===== config.mk =====
export PLATFORM = sky130hd
export DESIGN_NAME = i2s_tx
export DESIGN_NICKNAME = d
export VERILOG_FILES = /design/src/rtl/synth_pkg.sv /design/src/rtl/bclk_gen.sv /design/src/rtl/i2s_tx.sv
export SDC_FILE = /design/constraint.sdc
export NUM_CORES = 1
export LEC_CHECK = 0
export CORE_MARGIN = 4
export CORE_UTILIZATION = 58
export DETAILED_ROUTE_END_ITERATION = 10
export PLACE_DENSITY = 0.94
export SLEW_MARGIN = 20
export SYNTH_ARGS = -nofsm -noshare
export SYNTH_HDL_FRONTEND = slang
export SYNTH_SLANG_ARGS = --single-unit

===== constraint.sdc =====
create_clock -name i_clk50mhz -period 2.92 [get_ports i_clk50mhz]
set_input_delay 0.73 -clock i_clk50mhz [delete_from_list [all_inputs] [get_ports i_clk50mhz]]
set_output_delay 0.73 -clock i_clk50mhz [all_outputs]
set_load 0.005 [all_outputs]

===== src/rtl/synth_pkg.sv =====
// Shared synth constants and helpers for the oscillator/amp path and the I2S transmitter.
// Frame layout: 32 BCLKs per frame, mono sample duplicated into left and right slots.
package synth_pkg;

  localparam int SAMPLE_W   = 16;
  localparam int FRAME_BITS = 32;
  localparam int BIT_CNT_W  = $clog2(FRAME_BITS);

  typedef logic [BIT_CNT_W-1:0] bit_cnt_t;

  localparam bit_cnt_t LAST_BIT = BIT_CNT_W'(FRAME_BITS - 1);

  // Word select leads the slot's MSB by one BCLK.
  function automatic logic lrclk_for(input bit_cnt_t cnt);
    bit_cnt_t ahead;
    ahead = cnt + 1'b1;
    return ahead[BIT_CNT_W-1];
  endfunction

  function automatic logic [3:0] slot_bit(input bit_cnt_t cnt);
    return 4'd15 - cnt[3:0];
  endfunction

endpackage


===== src/rtl/bclk_gen.sv =====
// Bit-clock divider: toggles bclk every BCLK_DIV clocks and flags the toggle cycle.
// fall_stb/rise_stb are high in the cycle whose clock edge takes bclk 1->0 / 0->1.
module bclk_gen #(
  parameter int BCLK_DIV = 16
) (
  input  logic clk,
  input  logic rst_n,
  output logic bclk,
  output logic fall_stb,
  output logic rise_stb
);

  localparam int CNT_W = $clog2(BCLK_DIV);
  localparam logic [CNT_W-1:0] TERM = CNT_W'(BCLK_DIV - 1);

  logic [CNT_W-1:0] div_cnt;
  logic             term;

  assign term     = (div_cnt == TERM);
  assign fall_stb = term & bclk;
  assign rise_stb = term & ~bclk;

  always_ff @(posedge clk) begin
    if (!rst_n) begin
      div_cnt <= '0;
      bclk    <= 1'b0;
    end else if (term) begin
      div_cnt <= '0;
      bclk    <= ~bclk;
    end else begin
      div_cnt <= div_cnt + 1'b1;
    end
  end

endmodule


===== src/rtl/i2s_tx.sv =====
// Mono I2S transmitter: one-entry holding register feeding a frame buffer, shifted MSB first.
// A sample is taken at each frame wrap; an empty holding register repeats the last sample.
module i2s_tx
  import synth_pkg::*;
#(
  parameter int BCLK_DIV = 16,
  parameter int SAMPLE_W = synth_pkg::SAMPLE_W
) (
  input  logic                       i_clk50mhz,
  input  logic                       i_rst_n,
  input  logic signed [SAMPLE_W-1:0] i_data,
  input  logic                       i_valid,
  output logic                       o_ready,
  output logic                       o_bclk,
  output logic                       o_lrclk,
  output logic                       o_sdata,
  output logic                       o_underrun
);

  logic                fall_stb;
  logic                bclk_rise_unused;
  logic [SAMPLE_W-1:0] hold_dat;
  logic [SAMPLE_W-1:0] frame_dat;
  logic                hold_full;
  bit_cnt_t            bit_cnt;
  bit_cnt_t            next_cnt;
  logic                accept;

  bclk_gen #(
    .BCLK_DIV (BCLK_DIV)
  ) u_bclk_gen (
    .clk      (i_clk50mhz),
    .rst_n    (i_rst_n),
    .bclk     (o_bclk),
    .fall_stb (fall_stb),
    .rise_stb (bclk_rise_unused)
  );

  assign o_ready  = ~hold_full;
  assign accept   = i_valid & ~hold_full;
  assign next_cnt = bit_cnt + 1'b1;

  always_ff @(posedge i_clk50mhz) begin
    if (!i_rst_n) begin
      hold_dat   <= '0;
      frame_dat  <= '0;
      hold_full  <= 1'b0;
      bit_cnt    <= LAST_BIT;
      o_lrclk    <= 1'b0;
      o_sdata    <= 1'b0;
      o_underrun <= 1'b0;
    end else begin
      o_underrun <= 1'b0;

      // Accept and frame transfer are exclusive: accept needs an empty register.
      if (accept) begin
        hold_dat  <= i_data;
        hold_full <= 1'b1;
      end

      if (fall_stb) begin
        bit_cnt <= next_cnt;
        o_lrclk <= lrclk_for(next_cnt);
        if (bit_cnt == LAST_BIT) begin
          if (hold_full) begin
            frame_dat <= hold_dat;
            hold_full <= 1'b0;
            o_sdata   <= hold_dat[SAMPLE_W-1];
          end else begin
            o_underrun <= 1'b1;
            o_sdata    <= frame_dat[SAMPLE_W-1];
          end
        end else begin
          o_sdata <= frame_dat[slot_bit(next_cnt)];
        end
      end
    end
  end

endmodule


==> impl_metrics.yaml, run 1 <==
synthesis:
  syn_nets: 239
  ys_warn_count: 0
  async_flop_share: 0
  ys_ff_latch: 46
  synth-main-ff-cell: "dfxtp_1"
  ys_seq_area_frac: 0.490
  synth.distinct_cells: 32
  netlist_area_sq_mm: 0.00188
  synth_edf_count: 0
  avgSynthCellArea_sq_um: 8.70
  postSynthCellCount: 216
cells_and_area:
  drive_above_1_share: 0.0549
  final_cell_area_sq_mm: 0.00216
  utilization: 0.703
  fillers: 245
  layout_commonest_cell: "nand2_1"
  antenna_cells: 0
  areaGrowthSynthToFinish_pct: 15.1
  nets: 259
  layout_common_cells: "72 x nand2_1, 46 x dfxtp_1, 36 x a21oi_1, 23 x clkdlybuf4s50_1, 7 x nand3_1"
routing:
  wl_um: 3450
  routedWlPerCell_um: 12.3
  vias_per_cell: 5.32
  num_vias: 1496
  ant_nets: 0
  first_pass_iters: 6
  drtIter0Drc: 170
  drt_drc_violations_left: 0
setup_path:
  worstSetupStartpoint: "bit_cnt[0]"
  cp_data_arrival_time_ns: 2.40
  required_ns: 3.14
  r2r_start: "bit_cnt[0]"
  worstSetupEndpointType: "register"
  cp-start-kind: "register"
  crit_type: "reg2reg"
  cp_max_fo: 16
clock_tree:
  ctsResizeCount: 0
  clock_latency_ns: 0.35
  clk_pin_slew_ns: 0.12
  cts_max_level: 2
  clock_path_buffers: 2
  cts_root_buf: "clkbuf_4"
  numCtsBuffers: 5
  cts_tree: "done"
  ctsHoldBuffers: 0
  numClockSinks: 46
  postCtsSetupRepairBufs: 0
timing:
  holdWs_ns: 0.459
  hold_viol: 0
  fin_crit_ns: 2.18
  worstMarginPinSlew_ns: 0.594
  rsz0062_at_grt: "no"
  setup-tns-final_ns: 0
  fin_crit_sh: 0.747
  setup-violations-final: 0
  finClkSkew_ns: 0.00312
  maxSlewViolCount: 0
  relSlewSlack: 0.603
  fmax_mhz: 458
floorplanning:
  fp.dieW_um: 64.9
  coreArea_sq_mm: 0.00308
  ios: 24
  dieArea_sq_mm: 0.00421
  start_util: 0.611
  row_count: 20
  die_h_um: 64.9
power_and_ir_drop:
  power.internal_w: 0.000799
  power_frac_clock: 0.292
  ir_drop_uv: 404
  power.share.switching: 0.225
  combPwrFrac: 0.070
  p_seq_frac: 0.637
  p_per_area_mw_per_mm2: 476
  net-switching-power_w: 0.000231
  cellLeakagePower_nw: 0.828
global_routing:
  grt_pass1_vias: 1363
  grt_pass1_wl_um: 5910
  grt_max_degree: 38
  grtUsageTotal: 0.180
  grt_antenna_before_repair: 0
  gr-total-overflow: 0
run:
  drv_cap: 0
placed_design:
  dpl_cell_area_sq_mm: 0.00210
  port_buffers: 23
  post-dp-hpwl_um: 2390
  gp_congestion: 0.814
worst_hold_path:
  hold_path.class: "reg2reg"
  hp-start: "frame_dat[5]"
run_status:
  status: "completed"
per-layer routing:
metal	track usage	wire, um	vias to the layer above
li1	-	-	768
met1	0.217	1510	678
met2	0.296	1700	43
met4	0.0633	55	0
met5	0	0	-
met3	0.0624	186	7
area by class of cell:
cell class / count / area (sq um) / share of cell area
repair buffers: 24 / 238 / 0.110
well taps: 44 / 55.1 / 0.0254
clock buffers: 7 / 55.1 / 0.0254
clock inverters: 1 / 5.00 / 0.00231
inverters: 4 / 15.0 / 0.00694
multi-input cells: 155 / 875 / 0.404
flip-flops and latches: 46 / 921 / 0.426
kinds of logic (layout without fill, tap and decap cells):
family          count (synthesis)  count (layout)  share of synthesized area
xor+xnor                        5               5                     0.0273
buf+inv                        15              36                     0.0446
simple gates                   94              94                      0.210
compound gates                 44              44                      0.123
flops                          46              46                      0.490
fa+ha+maj                       4               4                     0.0266
mux                             8               8                     0.0786
power groups by stage:
stage	Combinational (W)	Sequential [W]	Clock, W
floorplan	0.0000392	0.000667	0
global placement	0.0000698	0.000669	0
detailed placement	0.0000719	0.000670	0
CTS	0.0000727	0.000656	0.000306
global route	0.0000810	0.000658	0.000333
finish	0.0000721	0.000656	0.000301
registers in the layout, indices dropped and copies added, names as in the netlist:
| signal | cells |
|---|---|
| o_sdata | 1 |
| o_underrun | 1 |
| frame_dat | 16 |
| bit_cnt | 5 |
| o_lrclk | 1 |
| u_bclk_gen.bclk | 1 |
| hold_dat | 16 |
| u_bclk_gen.div_cnt | 4 |
| hold_full | 1 |
synthesized netlist by cell type (2+ instances only):
library cell	count	area (sq um)
and3_1	3	18.8
clkbuf_1	4	15.0
o21ai_0	4	20.0
nor2_1	5	18.8
buf_1	2	7.51
mux2_2	2	22.5
xnor2_1	2	17.5
inv_1	3	11.3
mux4_1	4	105
mux2i_1	2	20.0
nand2_1	72	270
a21oi_1	36	180
xor2_1	2	17.5
buf_6	3	33.8
nand3_1	7	35.0
dfxtp_1	46	921
ha_1	4	50.1
through the flow:
stage | instances | power (W) | setup slack [ns]
floorplan | 216 | 0.000706 | 1.26
global placement | 273 | 0.000739 | 0.832
detailed placement | 273 | 0.000742 | 0.804
CTS | 281 | 0.00103 | 0.734
global route | 281 | 0.00107 | 0.539
finish | 281 | 0.00103 | 0.739
final timing paths:
check            endpoint  slack (ns)  cells after the start
max reg2reg  frame_dat[9]        0.74                      6
max          frame_dat[9]        0.74                      6
min          frame_dat[5]        0.46                      2
min reg2reg  frame_dat[5]        0.46                      2
worst max-delay path, cell delays in order, from the launching register on:
cell     delay (ns)
dfxtp_1        0.57
ha_1           0.33
and3_1         0.18
ha_1           0.21
nand3_1        0.43
nand2_1        0.23
a21oi_1        0.10
Power figures use the tool's default switching activity.
==> run 2, diff against run 1 <==
--- a/config.mk
+++ b/config.mk
@@ -6,9 +6,9 @@
 export NUM_CORES = 1
 export LEC_CHECK = 0
 export CORE_MARGIN = 4
-export CORE_UTILIZATION = 58
+export CORE_UTILIZATION = 54
 export DETAILED_ROUTE_END_ITERATION = 10
-export PLACE_DENSITY = 0.94
+export PLACE_DENSITY = 0.89
 export SLEW_MARGIN = 20
 export SYNTH_ARGS = -nofsm -noshare
 export SYNTH_HDL_FRONTEND = slang
==> constraint.sdc (replaced) <==
create_clock -name i_clk50mhz -period 2.2 [get_ports i_clk50mhz]
set_input_delay 0.55 -clock i_clk50mhz [delete_from_list [all_inputs] [get_ports i_clk50mhz]]
set_output_delay 0.55 -clock i_clk50mhz [all_outputs]
set_load 0.005 [all_outputs]
==> run 2 against run 1 <==
- combinational power up 41%
- flip-flop and latch count unchanged
- global-route usage down 0.96 points
- first-iteration DRC count down 32%
- wire length up 1.6%
- core utilization down 4.1 points
- setup slack worse by 0.53 ns
- register-to-register slack worse by 0.39 ns
- die area up 6.5%
- via count down 0.20%
- final cell count up 2.1%
- highest routed layer unchanged
==> impl_metrics.yaml, run 2 (synthesis gave the netlist of run 1 again) <==
run_status:
  status: "completed"
power_and_ir_drop:
  finalPower_w: 0.00137
  cellLeakagePower_nw: 0.846
  ir_drop_uv: 427
  p_per_area_mw_per_mm2: 622
setup_path:
  r2r_cells: 7
  cp-start-kind: "register"
  cp_max_fo: 6
  rrSetupSlack_ns: 0.35
  crit_type: "reg2out"
  required_ns: 1.65
  r2r-end: "frame_dat[6]"
  worstSetupEndpointType: "output pin"
  cp_data_arrival_time_ns: 1.44
  r2r_start: "bit_cnt[0]"
timing:
  hold_viol: 0
  setup-tns-final_ns: 0
  fmax_mhz: 502
  worstMarginPinSlew_ns: 0.508
  rsz0062_at_grt: "no"
  relSlewSlack: 0.661
  finClkSkew_ns: 0.00723
  holdWs_ns: 0.460
  setup-violations-final: 0
  fin_crit_ns: 1.99
  fin_crit_sh: 0.905
  maxSlewViolCount: 0
routing:
  routedWlPerCell_um: 12.2
  first_pass_iters: 4
  vias_per_cell: 5.20
  num_vias: 1493
  drtIter0Drc: 115
  drt_drc_violations_left: 0
  ant_nets: 0
  wl_um: 3510
clock_tree:
  numCtsBuffers: 5
  clock_path_buffers: 2
  ctsHoldBuffers: 0
  clock_latency_ns: 0.36
  cts_max_level: 2
  postCtsSetupRepairBufs: 0
  cts_root_buf: "clkbuf_4"
  numClockSinks: 46
  clk_pin_slew_ns: 0.13
  ctsResizeCount: 0
  cts_tree: "done"
placed_design:
  port_buffers: 23
  post-dp-hpwl_um: 2510
  dpl_cell_area_sq_mm: 0.00215
  gp_congestion: 0.877
cells_and_area:
  antenna_cells: 0
  drive_above_1_share: 0.0747
  nets: 263
  utilization: 0.661
  areaGrowthSynthToFinish_pct: 17.4
  reg_top3: "frame_dat (16), hold_dat (16), bit_cnt (5)"
  layout_common_cells: "72 x nand2_1, 46 x dfxtp_1, 36 x a21oi_1, 23 x clkdlybuf4s50_1, 7 x nand3_1"
  fillers: 287
  layout_commonest_cell: "nand2_1"
  final_cell_area_sq_mm: 0.00221
floorplanning:
  die_h_um: 67.0
  dieArea_sq_mm: 0.00449
  ios: 24
  coreArea_sq_mm: 0.00334
  fp.dieW_um: 67.0
  row_count: 21
  start_util: 0.563
global_routing:
  grt_max_degree: 22
  grt_antenna_before_repair: 0
  gr-total-overflow: 0
  grtUsageTotal: 0.170
  grt_pass1_vias: 1376
  grt_pass1_wl_um: 5720
worst_hold_path:
  hold_path_end: "frame_dat[8]"
  hp-start: "hold_dat[8]"
  hold_path.class: "reg2reg"
  holdPathStages: 2
run:
  drv_cap: 0
-- run 2: worst max-delay path, stage by stage (launching register included) --
cell and delay [ns]:
dfxtp_1 0.39, inv_1 0.16, clkdlybuf4s50_1 0.53
-- run 2: metrics by stage --
step           instances  setup WS, ns
6_report             287         0.209
5_1_grt              287         0.150
4_1_cts              287         0.198
3_5_place_dp         279         0.380
3_3_place_gp         279         0.443
2_1_floorplan        216         0.540
-- run 2: how the worst max path moves through the flow --
stage | start | end | slack (ns) | cells past startpoint
6_report | hold_full | o_ready | 0.21 | 2
5_1_grt | hold_full | o_ready | 0.15 | 2
4_1_cts | hold_full | o_ready | 0.20 | 2
3_5_place_dp | bit_cnt[0] | frame_dat[6] | 0.38 | 7
3_3_place_gp | bit_cnt[0] | frame_dat[14] | 0.44 | 7
2_1_floorplan | bit_cnt[0] | o_sdata | 0.54 | 8
-- run 2: metal layers --
| metal | vias up | GRT usage | wire length [um] |
|---|---|---|---|
| met5 | - | 0 | 0 |
| met4 | 0 | 0.101 | 72 |
| met3 | 8 | 0.0405 | 147 |
| met2 | 35 | 0.278 | 1690 |
| met1 | 672 | 0.201 | 1590 |
| li1 | 778 | - | - |
-- run 2: power by group --
group / leakage [nW] / internal, W / switching (W)
logic: 0.441 / 0.0000540 / 0.0000481
clock network: 0.0312 / 0.000125 / 0.000274
registers: 0.374 / 0.000855 / 0.0000160
total: 0.846 / 0.00103 / 0.000338
-- run 2: cell type report --
type                       instances  area [sq um]  share of cell area
multi-input combinational        155           875               0.396
clock inverter                     3          21.3             0.00964
sequential                        46           921               0.417
timing repair buffer              28           280               0.127
tap                               46          57.6              0.0261
clock buffer                       5          37.5              0.0170
inverter                           4          15.0             0.00680
==> run 3, diff against run 2 <==
--- a/config.mk
+++ b/config.mk
@@ -7,7 +7,9 @@
 export LEC_CHECK = 0
 export CORE_MARGIN = 4
 export CORE_UTILIZATION = 54
+export CTS_CLUSTER_SIZE = 16
 export DETAILED_ROUTE_END_ITERATION = 10
+export HOLD_SLACK_MARGIN = 0.08
 export PLACE_DENSITY = 0.89
 export SLEW_MARGIN = 20
 export SYNTH_ARGS = -nofsm -noshare
==> results of run 3 <==
The final DEF is identical to that of run 2; final timing and power are the same.
